<file path="config.mk">
export PLATFORM = sky130hd
export DESIGN_NAME = pwr_seq_fsm
export DESIGN_NICKNAME = d
export VERILOG_FILES = /design/src/rtl/pwr_seq_fsm.sv
export SDC_FILE = /design/constraint.sdc
export NUM_CORES = 1
export LEC_CHECK = 0
export CORE_MARGIN = 5
export CORE_UTILIZATION = 30
export DETAILED_ROUTE_END_ITERATION = 6
export HOLD_SLACK_MARGIN = 0.1
export MAX_ROUTING_LAYER = met4
export PLACE_DENSITY = 0.44
export SLEW_MARGIN = 20
export SYNTH_ARGS = -nofsm -noshare
export SYNTH_HDL_FRONTEND = slang
export SYNTH_SLANG_ARGS = --single-unit
</file>
<file path="constraint.sdc">
create_clock -name sys_clk -period 3.2 [get_ports sys_clk]
set_input_delay 0.64 -clock sys_clk [delete_from_list [all_inputs] [get_ports sys_clk]]
set_output_delay 0.64 -clock sys_clk [all_outputs]
set_load 0.03 [all_outputs]
</file>
<file path="src/rtl/pwr_seq_fsm.sv">
// Board power sequencer: orders the P1V8/P3V3/P1V1 enables, BMC resets and CPU POR,
// with power-good timeouts, sticky fault capture and an ordered power-down.
module pwr_seq_fsm #(
  parameter int DLY_P1V8_MS   = 6,
  parameter int DLY_P3V3_MS   = 6,
  parameter int DLY_P1V1_MS   = 6,
  parameter int DLY_RST_MS    = 10,
  parameter int DLY_POR_MS    = 400,
  parameter int PG_TIMEOUT_MS = 100,
  parameter int CNT_W         = 11
) (
  input  logic       sys_clk,
  input  logic       sys_rst_n,
  input  logic       ms_pulse,
  input  logic       vcore_en,
  input  logic       vcore_pwrgd,
  input  logic       p1v8_pwrgd,
  input  logic       p3v3_pwrgd,
  input  logic       p1v1_pwrgd,
  output logic       p1v8_en,
  output logic       p3v3_en,
  output logic       p1v1_en,
  output logic       bmc_pcie_rst_n,
  output logic       bmc_phy_rst_n,
  output logic       cpu_por_n,
  output logic       fault,
  output logic [2:0] fault_code,
  output logic [3:0] seq_state
);

  localparam logic [3:0] S_IDLE     = 4'd0;
  localparam logic [3:0] S_DLY_1V8  = 4'd1;
  localparam logic [3:0] S_PG_1V8   = 4'd2;
  localparam logic [3:0] S_DLY_3V3  = 4'd3;
  localparam logic [3:0] S_PG_3V3   = 4'd4;
  localparam logic [3:0] S_DLY_1V1  = 4'd5;
  localparam logic [3:0] S_PG_1V1   = 4'd6;
  localparam logic [3:0] S_RST_WAIT = 4'd7;
  localparam logic [3:0] S_POR_WAIT = 4'd8;
  localparam logic [3:0] S_ON       = 4'd9;
  localparam logic [3:0] S_PWR_DOWN = 4'd10;
  localparam logic [3:0] S_FAULT    = 4'd11;

  localparam logic [CNT_W-1:0] LAST_P1V8 = CNT_W'(DLY_P1V8_MS - 1);
  localparam logic [CNT_W-1:0] LAST_P3V3 = CNT_W'(DLY_P3V3_MS - 1);
  localparam logic [CNT_W-1:0] LAST_P1V1 = CNT_W'(DLY_P1V1_MS - 1);
  localparam logic [CNT_W-1:0] LAST_RST  = CNT_W'(DLY_RST_MS - 1);
  localparam logic [CNT_W-1:0] LAST_POR  = CNT_W'(DLY_POR_MS - 1);
  localparam logic [CNT_W-1:0] LAST_PG   = CNT_W'(PG_TIMEOUT_MS - 1);
  localparam logic [CNT_W-1:0] PD_P3V3   = CNT_W'(0);
  localparam logic [CNT_W-1:0] PD_P1V8   = CNT_W'(1);
  localparam logic [CNT_W-1:0] PD_LAST   = CNT_W'(2);

  logic [4:0]       sync_a;
  logic [4:0]       sync_b;
  logic             en_s;
  logic             vcore_pg;
  logic             p1v8_pg;
  logic             p3v3_pg;
  logic             p1v1_pg;
  logic [3:0]       state;
  logic [3:0]       state_d;
  logic [CNT_W-1:0] cnt;
  logic [2:0]       code_d;
  logic             in_run;
  logic             pg_expired;
  logic             pd_req;
  logic             pass_1v8;
  logic             pass_3v3;
  logic             pass_1v1;

  always_ff @(posedge sys_clk or negedge sys_rst_n) begin
    if (!sys_rst_n) begin
      sync_a <= '0;
      sync_b <= '0;
    end else begin
      sync_a <= {vcore_en, vcore_pwrgd, p1v8_pwrgd, p3v3_pwrgd, p1v1_pwrgd};
      sync_b <= sync_a;
    end
  end

  assign {en_s, vcore_pg, p1v8_pg, p3v3_pg, p1v1_pg} = sync_b;

  // Fault causes are tested lowest code first; a rail is only watched once it
  // has passed its power-good check and is still enabled.
  always_comb begin
    in_run     = (state >= S_DLY_1V8) && (state <= S_PWR_DOWN);
    pg_expired = ms_pulse && (cnt == LAST_PG);
    pd_req     = !en_s && (state >= S_DLY_1V8) && (state <= S_ON);
    code_d     = 3'd0;
    if (state == S_PG_1V8 && pg_expired)                      code_d = 3'd1;
    else if (state == S_PG_3V3 && pg_expired)                 code_d = 3'd2;
    else if (state == S_PG_1V1 && pg_expired)                 code_d = 3'd3;
    else if (in_run && !vcore_pg)                             code_d = 3'd4;
    else if (in_run && pass_1v8 && p1v8_en && !p1v8_pg)       code_d = 3'd5;
    else if (in_run && pass_3v3 && p3v3_en && !p3v3_pg)       code_d = 3'd6;
    else if (in_run && pass_1v1 && p1v1_en && !p1v1_pg)       code_d = 3'd7;

    state_d = state;
    if (code_d != 3'd0) begin
      state_d = S_FAULT;
    end else if (pd_req) begin
      state_d = S_PWR_DOWN;
    end else begin
      case (state)
        S_IDLE:     if (en_s && vcore_pg)                  state_d = S_DLY_1V8;
        S_DLY_1V8:  if (ms_pulse && cnt == LAST_P1V8)      state_d = S_PG_1V8;
        S_PG_1V8:   if (p1v8_pg)                           state_d = S_DLY_3V3;
        S_DLY_3V3:  if (ms_pulse && cnt == LAST_P3V3)      state_d = S_PG_3V3;
        S_PG_3V3:   if (p3v3_pg)                           state_d = S_DLY_1V1;
        S_DLY_1V1:  if (ms_pulse && cnt == LAST_P1V1)      state_d = S_PG_1V1;
        S_PG_1V1:   if (p1v1_pg)                           state_d = S_RST_WAIT;
        S_RST_WAIT: if (ms_pulse && cnt == LAST_RST)       state_d = S_POR_WAIT;
        S_POR_WAIT: if (ms_pulse && cnt == LAST_POR)       state_d = S_ON;
        S_ON:                                              state_d = S_ON;
        S_PWR_DOWN: if (ms_pulse && cnt == PD_LAST)        state_d = S_IDLE;
        S_FAULT:    if (!en_s)                             state_d = S_IDLE;
        default:                                           state_d = S_IDLE;
      endcase
    end
  end

  // POR_WAIT keeps counting from RST_WAIT so the POR delay is measured from P1V1 good.
  always_ff @(posedge sys_clk or negedge sys_rst_n) begin
    if (!sys_rst_n) begin
      state          <= S_IDLE;
      cnt            <= '0;
      pass_1v8       <= 1'b0;
      pass_3v3       <= 1'b0;
      pass_1v1       <= 1'b0;
      p1v8_en        <= 1'b0;
      p3v3_en        <= 1'b0;
      p1v1_en        <= 1'b0;
      bmc_pcie_rst_n <= 1'b0;
      bmc_phy_rst_n  <= 1'b0;
      cpu_por_n      <= 1'b0;
      fault          <= 1'b0;
      fault_code     <= 3'd0;
    end else begin
      state <= state_d;
      if (state_d != state && state_d != S_POR_WAIT) cnt <= '0;
      else if (ms_pulse)                             cnt <= cnt + CNT_W'(1);

      if (state_d != state) begin
        case (state_d)
          S_IDLE: begin
            p1v8_en        <= 1'b0;
            p3v3_en        <= 1'b0;
            p1v1_en        <= 1'b0;
            bmc_pcie_rst_n <= 1'b0;
            bmc_phy_rst_n  <= 1'b0;
            cpu_por_n      <= 1'b0;
            fault          <= 1'b0;
            fault_code     <= 3'd0;
            pass_1v8       <= 1'b0;
            pass_3v3       <= 1'b0;
            pass_1v1       <= 1'b0;
          end
          S_PG_1V8:   p1v8_en  <= 1'b1;
          S_DLY_3V3:  pass_1v8 <= 1'b1;
          S_PG_3V3:   p3v3_en  <= 1'b1;
          S_DLY_1V1:  pass_3v3 <= 1'b1;
          S_PG_1V1:   p1v1_en  <= 1'b1;
          S_RST_WAIT: pass_1v1 <= 1'b1;
          S_POR_WAIT: begin
            bmc_pcie_rst_n <= 1'b1;
            bmc_phy_rst_n  <= 1'b1;
          end
          S_ON:       cpu_por_n <= 1'b1;
          S_PWR_DOWN: begin
            cpu_por_n      <= 1'b0;
            bmc_pcie_rst_n <= 1'b0;
            bmc_phy_rst_n  <= 1'b0;
            p1v1_en        <= 1'b0;
          end
          S_FAULT: begin
            p1v8_en        <= 1'b0;
            p3v3_en        <= 1'b0;
            p1v1_en        <= 1'b0;
            bmc_pcie_rst_n <= 1'b0;
            bmc_phy_rst_n  <= 1'b0;
            cpu_por_n      <= 1'b0;
            fault          <= 1'b1;
            fault_code     <= code_d;
            pass_1v8       <= 1'b0;
            pass_3v3       <= 1'b0;
            pass_1v1       <= 1'b0;
          end
          default: ;
        endcase
      end else if (state == S_PWR_DOWN && ms_pulse) begin
        if (cnt == PD_P3V3) p3v3_en <= 1'b0;
        if (cnt == PD_P1V8) p1v8_en <= 1'b0;
      end
    end
  end

  assign seq_state = state;

endmodule

</file>
==> impl_metrics.env <==
export IMPL_synth_cell_types=70
export IMPL_slew_headroom=0.409
export IMPL_synth_top_area_frac=0.396
export IMPL_cts_buffer_depth=2
export IMPL_synthTopCellsByCount="37 x dfrtp_1, 30 x nor2_1, 17 x nand2_1"
export IMPL_hold_start="sync_a[4]$_DFF_PN0_"
export IMPL_grt_pass1_wl_microns=11000
export IMPL_startpoint="seq_state[1]$_DFF_PN0_"
export IMPL_synth_edf_count=0
export IMPL_cts_buffers_inserted=5
export IMPL_antenna_cells=0
export IMPL_syn_avg_cell_area_sq_um=9.55
export IMPL_cts_clk_slew_worst_paths_ns=0.07
export IMPL_netlist_area_sq_mm=0.00234
export IMPL_dieHeight_microns=98.3
export IMPL_io_pins=22
export IMPL_reg2reg_slack_ns=0.16
export IMPL_skew_ns=0.00841
export IMPL_first_global_vias=2069
export IMPL_fp_row_count=32
export IMPL_cp_data_arrival_time_ns=3.22
export IMPL_drt_total_wl_microns=6430
export IMPL_viasPerCell=5.03
export IMPL_status="finished, final reports clean"
export IMPL_yosysTopAreaCell="dfrtp_1"
export IMPL_grt_use_total=0.146
export IMPL_drive_above_1_share=0.265
export IMPL_post_dp_hpwl_microns=4890
export IMPL_ys_flop_type="dfrtp_1"
export IMPL_tightest_slew_ns=0.887
export IMPL_r2r_end="cpu_por_n$_DFFE_PN0P_"
export IMPL_syn_nets=257
export IMPL_ys_seq_elements=37
export IMPL_grt_ovfl_total=0
export IMPL_floorplan_die_area_sq_mm=0.00966
export IMPL_synth_seq_area_share=0.396
export IMPL_synth_area_leaders="dfrtp_1 40%, nor2_1 4.8%, nand2_1 2.7%"
export IMPL_drv_slew=0
export IMPL_period_share=0.951
export IMPL_synth_fa_ha_area_frac=0.0214
export IMPL_fin_setup_tns_ns=0
export IMPL_synth_top_family_by_area="simple AND/OR/NAND/NOR gates"
export IMPL_hold_end="sync_b[4]$_DFF_PN0_"
export IMPL_finalSetupViolations=0
export IMPL_hold_viol_final=0
export IMPL_areaGrowthSynthToFinish_pct=30.4
export IMPL_postRouteAntennaNets=0
export IMPL_hold_depth=0
export IMPL_netlist_instances=245
export IMPL_p_per_area_mw_per_mm2=855
export IMPL_critPathRequiredTime_ns=3.38
export IMPL_r2r_start="seq_state[1]$_DFF_PN0_"
export IMPL_drt_initial_drc_count=131
export IMPL_synth_compound_area_frac=0.182
export IMPL_dp_cells=395
export IMPL_insertion_delay_ns=0.29
export IMPL_gp_congestion=0.897
export IMPL_die_w_microns=98.3
export IMPL_synth_xor_area_frac=0.0374
export IMPL_finalPower_mw=2.61
export IMPL_fin_crit_ns=3.04
export IMPL_io_buffers=21
export IMPL_antenna_found_initial=0
export IMPL_muxShareOfSynthArea=0.0128
export IMPL_post_route_drc_count=0
export IMPL_cts_htree_levels=2
export IMPL_synth_simple_area_share=0.297
export IMPL_rsz0062_at_grt="false"
export IMPL_multiInputGateArea_sq_mm=0.00132
export IMPL_cts_root_buffer="clkbuf_8"
export IMPL_ff2ff_path_depth=10
export IMPL_layout_nets=317
export IMPL_clock_sinks=37
export IMPL_yosysWarnings=0
export IMPL_path_class="reg2reg"
export IMPL_firstDrtPassIters=4
export IMPL_hold_path_class="reg2reg"
export IMPL_finalNonFillerCells=408
export IMPL_leakagePower_nw=1.27
export IMPL_seqCellArea_sq_um=927
export IMPL_grt_max_degree=38
export IMPL_vdd_drop_max_mv=0.435
export IMPL_nFillCells=752
export IMPL_cp_end_kind="register"
export IMPL_maxCapViolCount=0
export IMPL_synth_most_common_cell="dfrtp_1"
export IMPL_startpoint_type="register"
export IMPL_cts_tree="done"
export IMPL_fmax_mhz=329
export IMPL_critPathMaxFanout=11
export IMPL_postPlaceCellArea_sq_mm=0.00290
export IMPL_async_reset_ff_frac=1.00
export IMPL_final_cell_area_sq_mm=0.00305
export IMPL_core_sq_mm=0.00765
export IMPL_vias=2051
export IMPL_avgRoutedWirePerCell_microns=15.8
export IMPL_start_util=0.306
[area by class of cell]
cell class              instances  area share
inverters                      12      0.0148
repair buffers                 65       0.179
clock inverters                 3     0.00574
flip-flops and latches         37       0.304
well taps                     102      0.0418
clock buffers                   5      0.0226
multi-input cells             184       0.432
[metrics by stage]
stage | setup WS [ns] | utilization | hold slack [ns]
CTS | 0.0132 | 0.398 | 0.356
detailed placement | -0.355 | 0.379 | 0.336
global route | 0.0238 | 0.399 | 0.367
finish | 0.157 | 0.399 | 0.354
global placement | -0.354 | 0.379 | 0.333
floorplan | 0.268 | - | 0.331
[routing by layer]
layer  vias to the layer above  share of wire  global-route usage
met2                        58           0.45               0.214
met3                         4          0.050              0.0207
met4                         0          0.014              0.0473
met5                         -              0                   -
li1                       1008              -                   -
met1                       981           0.48               0.206
[power by group]
part           leakage (nW)  internal [mW]  switching [mW]  total [mW]
clock network        0.0439          0.150           0.177       0.328
registers             0.475          0.531          0.0807       0.612
logic                 0.754          0.791           0.878        1.67
total                  1.27           1.47            1.14        2.61
[kinds of logic (layout without fill, tap and decap cells)]
group	count (synthesis)	count (layout)
flip-flops	37	37
AO/OA/AOI/OAI	50	50
buffers and inverters	24	85
AND/OR/NAND/NOR	117	117
XOR/XNOR	10	10
adder cells (fa/ha/maj)	4	4
multiplexers	3	3
[worst max-delay path by stage]
| stage | endpoint | slack [ns] | depth (start not counted) |
|---|---|---|---|
| final | cpu_por_n$_DFFE_PN0P_ | 0.16 | 10 |
| after global routing | cpu_por_n$_DFFE_PN0P_ | 0.02 | 14 |
| after CTS | p1v8_en$_DFFE_PN0P_ | 0.01 | 11 |
| after detailed placement | fault_code[2]$_DFFE_PN0P_ | -0.35 | 11 |
| after global placement | cpu_por_n$_DFFE_PN0P_ | -0.35 | 13 |
| after floorplan | p1v8_en$_DFFE_PN0P_ | 0.27 | 9 |
[critical path: stages, from the launching register on]
cell and delay [ns]:
dfrtp_1 0.50, buf_4 0.21, o31ai_1 0.35, a221o_1 0.32
buf_4 0.16, nor3_1 0.04, or4_1 0.59, a211oi_4 0.23
buf_12 0.16, inv_2 0.04, a2111oi_2 0.34
[flip-flops by register name, indices dropped and copies added, names as in the netlist]
register,count
pass_1v8,1
seq_state,4
fault_code,3
sync_b,5
sync_a,5
p1v8_en,1
p3v3_en,1
fault,1
cpu_por_n,1
bmc_phy_rst_n,1
pass_1v1,1
cnt,11
p1v1_en,1
pass_3v3,1
[cells in the final DEF, fill, tap and decap left out, types with 4 or more instances in the layout]
master           synthesis  routed
o21a_1                   4       4
buf_4                    2      43
nor2_1                  30      30
clkbuf_8                 0       5
nand3b_1                 7       7
clkdlybuf4s50_1          0      19
nand2_1                 17      17
a21oi_1                  9       9
nand2b_1                 5       5
dfrtp_1                 37      36
nor3_1                   6       5
nand4_1                  6       6
o21ai_0                  8       8
xnor2_1                  5       5
xor2_1                   5       5
or4_1                    5       4
inv_1                   10      10
or3_1                    4       4
nand3_1                  8       8
[repair_timing]
| action | 4_1_cts | 5_1_grt |
|---|---|---|
| hold endpoints to repair | 0 | 0 |
| gates resized for setup | 5 | 4 |
| setup buffers | 6 | 0 |
| endpoints found under the setup margin | 4 | 7 |
| hold buffers | 0 | 0 |
| pin swaps | 2 | 3 |
Note: power is estimated with default switching activity, not from simulation.
